## config.mk

```make
export PLATFORM = sky130hd
export DESIGN_NAME = game_flow_controller
export DESIGN_NICKNAME = d
export VERILOG_FILES = /design/src/rtl/game_flow_controller.sv
export SDC_FILE = /design/constraint.sdc
export NUM_CORES = 1
export LEC_CHECK = 0
export CAP_MARGIN = 25
export CORE_UTILIZATION = 42
export DETAILED_ROUTE_END_ITERATION = 16
export GPL_ROUTABILITY_DRIVEN = 0
export MAX_ROUTING_LAYER = met4
export PLACE_DENSITY_LB_ADDON = 0.12
export REMOVE_ABC_BUFFERS = 1
export SLEW_MARGIN = 20
export SYNTH_ARGS = -nofsm -noshare
export SYNTH_HDL_FRONTEND = slang
export SYNTH_SLANG_ARGS = --single-unit
```

## constraint.sdc

```tcl
create_clock -name clk_in -period 3.43 [get_ports clk_in]
set_input_delay 0.686 -clock clk_in [delete_from_list [all_inputs] [get_ports clk_in]]
set_output_delay 0.686 -clock clk_in [all_outputs]
set_load 0.01 [all_outputs]
```

## src/rtl/game_flow_controller.sv

```systemverilog
// Round sequencer: menu -> countdown -> fight -> end screen.
// Drives display-mux screen flags and a per-round health reset pulse.
module game_flow_controller #(
    parameter logic [31:0] START_CODE_A = 32'h20DF_5BA4,
    parameter logic [31:0] START_CODE_B = 32'h20DF_5AA5,
    parameter logic [31:0] RESTART_CODE = 32'h20DF_22DD,
    parameter int          COUNT_STEPS  = 3,
    parameter int          COUNT_FRAMES = 60,
    parameter int          END_FRAMES   = 600
) (
    input  logic        clk_in,
    input  logic        rst_in,
    input  logic [31:0] ir_in,
    input  logic        ir_valid_in,
    input  logic        nf_in,
    input  logic [2:0]  player_health_in,
    input  logic [2:0]  opponent_health_in,
    output logic [2:0]  state_out,
    output logic        display_start_out,
    output logic [1:0]  countdown_out,
    output logic        game_active_out,
    output logic        end_win_out,
    output logic        end_lose_out,
    output logic        end_draw_out,
    output logic        health_reset_out
);

    localparam int MAXF = (COUNT_FRAMES > END_FRAMES) ? COUNT_FRAMES : END_FRAMES;
    localparam int CW   = $clog2(MAXF);
    localparam logic [CW-1:0] CF_LAST = CW'(COUNT_FRAMES - 1);
    localparam logic [CW-1:0] EF_LAST = CW'(END_FRAMES - 1);
    localparam logic [1:0]    CD_INIT = 2'(COUNT_STEPS);

    typedef enum logic [2:0] {
        S_START = 3'd0,
        S_COUNT = 3'd1,
        S_FIGHT = 3'd2,
        S_WIN   = 3'd3,
        S_LOSE  = 3'd4,
        S_DRAW  = 3'd5
    } state_t;

    state_t        state_q, state_nx;
    logic [CW-1:0] cnt_q;
    logic [1:0]    cd_q;
    logic          hr_q;
    logic          ds_q, ga_q, win_q, lose_q, draw_q;
    logic          ds_d, ga_d, win_d, lose_d, draw_d;
    logic          start_hit, restart_hit, entry, is_end;

    assign start_hit   = ir_valid_in && (ir_in == START_CODE_A || ir_in == START_CODE_B);
    assign restart_hit = ir_valid_in && (ir_in == RESTART_CODE);
    assign entry       = (state_nx != state_q);
    assign is_end      = (state_q == S_WIN) || (state_q == S_LOSE) || (state_q == S_DRAW);

    // State, counters and registered outputs
    always_ff @(posedge clk_in) begin
        if (rst_in) begin
            state_q <= S_START;
            cnt_q   <= '0;
            cd_q    <= '0;
            hr_q    <= 1'b0;
            ds_q    <= 1'b1;
            ga_q    <= 1'b0;
            win_q   <= 1'b0;
            lose_q  <= 1'b0;
            draw_q  <= 1'b0;
        end else begin
            state_q <= state_nx;
            hr_q    <= entry && (state_nx == S_COUNT);
            ds_q    <= ds_d;
            ga_q    <= ga_d;
            win_q   <= win_d;
            lose_q  <= lose_d;
            draw_q  <= draw_d;
            if (entry) begin
                cnt_q <= '0;
                cd_q  <= (state_nx == S_COUNT) ? CD_INIT : 2'd0;
            end else if (nf_in) begin
                if (state_q == S_COUNT) begin
                    if (cnt_q == CF_LAST) begin
                        cnt_q <= '0;
                        cd_q  <= cd_q - 2'd1;
                    end else begin
                        cnt_q <= cnt_q + 1'b1;
                    end
                end else if (is_end) begin
                    cnt_q <= cnt_q + 1'b1;
                end
            end
        end
    end

    always_comb begin
        state_nx = state_q;
        case (state_q)
            S_START: if (start_hit) state_nx = S_COUNT;
            S_COUNT: begin
                if (nf_in && cnt_q == CF_LAST && cd_q == 2'd1)
                    state_nx = S_FIGHT;
            end
            S_FIGHT: begin
                if (player_health_in == 3'd0 && opponent_health_in == 3'd0)
                    state_nx = S_DRAW;
                else if (player_health_in == 3'd0)
                    state_nx = S_LOSE;
                else if (opponent_health_in == 3'd0)
                    state_nx = S_WIN;
            end
            S_WIN, S_LOSE, S_DRAW: begin
                // IR commands take priority over the timeout
                if (restart_hit)
                    state_nx = S_COUNT;
                else if (start_hit)
                    state_nx = S_START;
                else if (nf_in && cnt_q == EF_LAST)
                    state_nx = S_START;
            end
            default: state_nx = S_START;
        endcase
    end

    always_comb begin
        ds_d   = (state_nx == S_START);
        ga_d   = (state_nx == S_FIGHT);
        win_d  = (state_nx == S_WIN);
        lose_d = (state_nx == S_LOSE);
        draw_d = (state_nx == S_DRAW);
    end

    assign state_out         = state_q;
    assign display_start_out = ds_q;
    assign countdown_out     = cd_q;
    assign game_active_out   = ga_q;
    assign end_win_out       = win_q;
    assign end_lose_out      = lose_q;
    assign end_draw_out      = draw_q;
    assign health_reset_out  = hr_q;

endmodule

```

* Yosys cells after proc, flatten, opt, wreduce, memory -nomap -nowiden *
Cells that the tools add are included.
W data, S select, Z words.

word-level totals
  flip-flop bits (word level) = 21
  input port bits = 42
  output and inout port bits = 11
  logic and storage cells = 67

operators by class
  $add $sub $neg = 2
  equality and inequality tests = 17
  muxes and demuxes = 17
  reductions and logical operators = 22

operators by type and width
  cell                     number
  $eq A32 B30 Y1 const B   3
  $mux W10                 3
  $mux W3                  8
  $eq A3 B2 Y1 const B     4
  $eq A3 B3 Y1 const B     4
  $logic_not A3 Y1         4
  $pmux W3 S4              1
  $add A10 B1 Y10 const B  1
  $eq A10 B10 Y1 const B   1
  $eq A10 B6 Y1 const B    1
  $mux W2                  5
  $reduce_bool A2 Y1       4
  $logic_and A1 B1 Y1      7
  $eq A3 B1 Y1 const B     2
  $logic_or A1 B1 Y1       3
  $ne A3 B3 Y1             1
  $reduce_and A3 Y1        1
  $reduce_or A3 Y1         1
  $eq A2 B1 Y1 const B     1
  $reduce_and A2 Y1        1
  $reduce_or A2 Y1         1
  $sub A2 B1 Y2 const B    1

* Depth between registers and ports, before layout *
  word-level depth = 9
  gate-level depth with buffers = 8
  gate-level depth less buffers = 8

* Worst setup path before layout *
OpenSTA, ideal clock, no wires.

  kind = input to register
  from = input port ir_in[31]
  to = register cnt_q[2]
  arrival = 2.496 ns
  required time = 3.314 ns
  slack = 0.818 ns
  stages on the path = 7
  buffers on the path = 1
  path through = or3_1 -> or4_1 -> or4_1 -> a32o_1 -> nand2b_1 -> buf_4 -> nor3_1

on the way
  word-level cells in the longest chain between the ends = 8
  elaborated cells on any way between the ends = 12

RTL lines
  item                          line  RTL
  start: declaration            13    input logic [31:0] ir_in,
  $eq A32 B30 Y1                51    assign start_hit = ir_valid_in && (ir_in == START_CODE_A || ir_in == START_CODE_B);
  $logic_or A1 B1 Y1            51
  $logic_and A1 B1 Y1           51
  $mux W3                       114   else if (start_hit)
  $mux W3                       112   if (restart_hit)
  $pmux W3 S4 *                 96    case (state_q)
  $ne A3 B3 Y1 *                53    assign entry = (state_nx != state_q);
  $reduce_or A2 Y1 (no line) *  n/a
  end signal: assignment        85    cnt_q <= cnt_q + 1'b1;
  end signal: assignment        88    cnt_q <= cnt_q + 1'b1;
  end: declaration              44    logic [CW-1:0] cnt_q;

Every way passes the cells marked *; elsewhere a longest branch is shown, timed or not.
A chain may end at the register's enable or synchronous reset.

* Worst setup path after layout *
  from = input port ir_in[31]
  to = register cnt_q[3]

Same word-level chain as after synthesis.

==> results by group <==
Clock network
  • CTS Root Cell: clkbuf_4
  • Register clock-pin slew on the reported worst setup and hold paths: 0.11 ns
  • Postcts setup bufs: 0
  • CTS Hold Buffers Added: 0
  • Post_cts resized: 0
  • Number of CTS-inserted buffers: 3
  • Clk Latency, worst-skew pair: 0.30 ns
  • Longest Clk Path Bufs: 2
  • # H-tree levels: 1
  • TritonCTS clock tree: done
  • Clk sinks: 21

Global routing
  • Vias in the first global route: 1253
  • Largest net degree at the start of global routing: 15
  • GRT overflow: 0
  • GRT Util Overall: 0.2142
  • GR peak layer: met2
  • Grt met2 use: 0.3759
  • Met1 usage in global routing: 0.2540
  • Met3 Track Usage GR: 0.04651
  • Global-route wire length before repair: 5368 µm
  • Initial antenna violation count: 0

Final layout
  • Final Non-Filler Cells: 231
  • Nets: 245
  • # fillers: 244
  • Share of layout cells above drive strength 1: 0.04500
  • Fin util: 0.6538
  • Area Overhead vs Synth: 46.59%
  • Ant. Diodes: 0

Detailed routing
  • Vias per inst: about 5.6
  • Post-DR wirelength/cell: 13.63 µm
  • Vias post-DR: 1288
  • Routed wire length: ~3100 µm
  • Drt first pass iters: 4
  • DRC viols: 0
  • Post-route ant nets: 0
  • 1st-iter DRT viols: 37

Place
  • Number of buffers added on ports: 52
  • Placed insts: ~230
  • HPWL Detailed: around 2500 µm
  • DP Worst Slack: 0.1446 ns

STA
  • Maximum clock rate: 337.7 MHz
  • Tmin final: approximately 3 ns
  • Final setup margin: about 0.47 ns
  • Setup Total Neg Slack: 0 ns
  • Skew final: between 0.007 and 0.008 ns
  • RSZ-0062 raised after global routing: false
  • Worst slew pin tran: about 0.46 ns
  • Hold Vio Cnt, Final: 0
  • Count of final setup violators: 0
  • Hold Slack: 0.5237 ns
  • Final Slew Violations: 0
  • Max_slew headroom: 0.6923
  • Fin crit share: 0.8633

Worst setup path
  • Critical Path RT: approximately 3.6 ns
  • Worst-path maximum fanout: 10
  • R2R depth: 7
  • Largest delay contributor family on the critical path: simple AND/OR/NAND/NOR gates
  • Reg-to-Reg Start: cnt_q[0]
  • Critical path class: input port to flop
  • Arr. time, crit path: 3.14 ns
  • Most used cell along the critical path: or4_1
  • Worst Setup End Kind: flop
  • Worst path slowest cell: or4_1
  • Crit-path cells: clkdlybuf4s50_1, or3_1, or4_1, or4_1, a32o_1, nand2b_1, nor3_1
  • Crit start category: input port
  • Max incr delay on CP: about 0.54 ns
  • R2r setup slk: 0.86 ns
  • FF-to-FF End: health_reset_out
  • Buf+Inv Stages, Crit Path: 1

Die
  • Initial Util: 0.4460
  • Core region area: 2758 µm²
  • Row count: 19
  • Total I/O pin count: 53
  • Die area: roughly 3100 µm²
  • Die Span Y: 56.12 µm
  • Horiz. Die Dim: approximately 56 µm

Synthesis
  • Yosys top cell by area: dfxtp_1
  • Register area share after synthesis: 0.3418
  • Mean Syn Cell Area: 8.367 µm²
  • EDFF count, synth: 0
  • Synth area leaders: dfxtp_1 (34%), nand3_1 (4.5%), nor2_1 (4.3%), xor2_1 (4.3%), nor3_1 (3.7%)
  • Mapped cell area: 1230 µm²
  • Synthesis-stage register bit count: 21
  • Library cells used by synthesis: 44
  • Ys Warns: 0
  • Async S/R FF share, synth: 0
  • Main flop type after synthesis: dfxtp_1
  • Post-synth top cells: dfxtp_1 (21), nor2_1 (14), nand3_1 (11)
  • Cells after Synth: 147
  • Synth top area share: 0.3418
  • Top-count cell post-synth: dfxtp_1

Pwr
  • Worst VDD drop: between 0.2 and 0.3 mV
  • Power Dens Cells: around 230 nW/µm²
  • Leak Pwr: between 0.6 and 0.7 nW

Flow run
  • Max-cap violation count: 0

Hold path
  • Worst hold path stage count: 2
  • Hold wc startpoint: cnt_q[7]
  • Hold crit path type: flop to flop
  • Hold endpoint: cnt_q[7]

Outcome
  • Status: finished clean
[tightest hold or removal path, stage by stage (launching register included)]
cell and delay [ns]:
dfxtp_1 0.34, o21ai_0 0.07, a21oi_1 0.07
[state kept, by name (all words and copies together) (netlist names)]
register and count:
state_out 3, countdown_out 2, end_lose_out 1, health_reset_out 1, end_draw_out 1, cnt_q 10
game_active_out 1, display_start_out 1, end_win_out 1
[layout by cell type (no fill, tap or decap), types with 4 or more instances in the layout]
master | synthesis | routed
clkdlybuf4s50_1 | 0 | 52
dfxtp_1 | 21 | 21
nor2_1 | 14 | 14
nand3_1 | 11 | 11
nor3_1 | 9 | 9
inv_1 | 6 | 6
xor2_1 | 6 | 6
a21oi_1 | 6 | 6
nand2_1 | 5 | 5
nand4b_1 | 5 | 5
nor2b_1 | 4 | 4
o21ai_0 | 4 | 4
[layer usage]
layer / vias to the layer above / part of all wire / wire length (µm)
met5: - / 0 / 0
met4: 0 / 0.0079 / 25
met3: 4 / 0.044 / 139
met2: 49 / 0.50 / 1574
met1: 587 / 0.45 / 1410
li1: 648 / - / -
[power breakdown]
part | internal [mW] | switching, mW | total [mW]
sequential | 0.244 | 0.0000000000420 | 0.244
combinational | 0.0452 | 0.0144 | 0.0597
clock | 0.0452 | 0.0696 | 0.115
[logic make-up (layout without fill, tap and decap cells)]
kind of cell	count (synthesis)	in the layout	synth area share
compound gates	23	23	0.1282
xor+xnor	9	9	0.06409
fa+ha+maj	2	2	0.02034
buf+inv	10	63	0.03459
flops	21	21	0.3418
simple gates	82	82	0.4110
[per-stage QoR]
step	power, mW	area, µm²
2_1_floorplan	0.2575	1210
3_3_place_gp	0.3071	1777
3_5_place_dp	0.3091	1777
4_1_cts	0.4219	1803
5_1_grt	0.4386	1803
6_report	0.4183	1803
[worst max path at each step]
stage / startpoint / end / slack, ns / cells past startpoint
floorplan: ir_in[31] / cnt_q[2] / 0.76 / 6
global placement: ir_in[31] / cnt_q[3] / 0.22 / 7
detailed placement: ir_in[31] / cnt_q[3] / 0.14 / 7
CTS: ir_in[31] / cnt_q[3] / 0.47 / 7
global route: ir_in[31] / cnt_q[3] / 0.40 / 7
finish: ir_in[31] / cnt_q[3] / 0.47 / 7
[final cells by class]
cell class / instances / area [µm²] / share of cell area
tap: 31 / 38.79 / 0.02151
multi-input combinational: 116 / 767.0 / 0.4254
timing repair buffer: 53 / 528.0 / 0.2929
sequential: 21 / 420.4 / 0.2332
inverter: 6 / 22.52 / 0.01249
clock buffer: 4 / 26.28 / 0.01457
No activity file was read; power rests on OpenSTA's default activity.
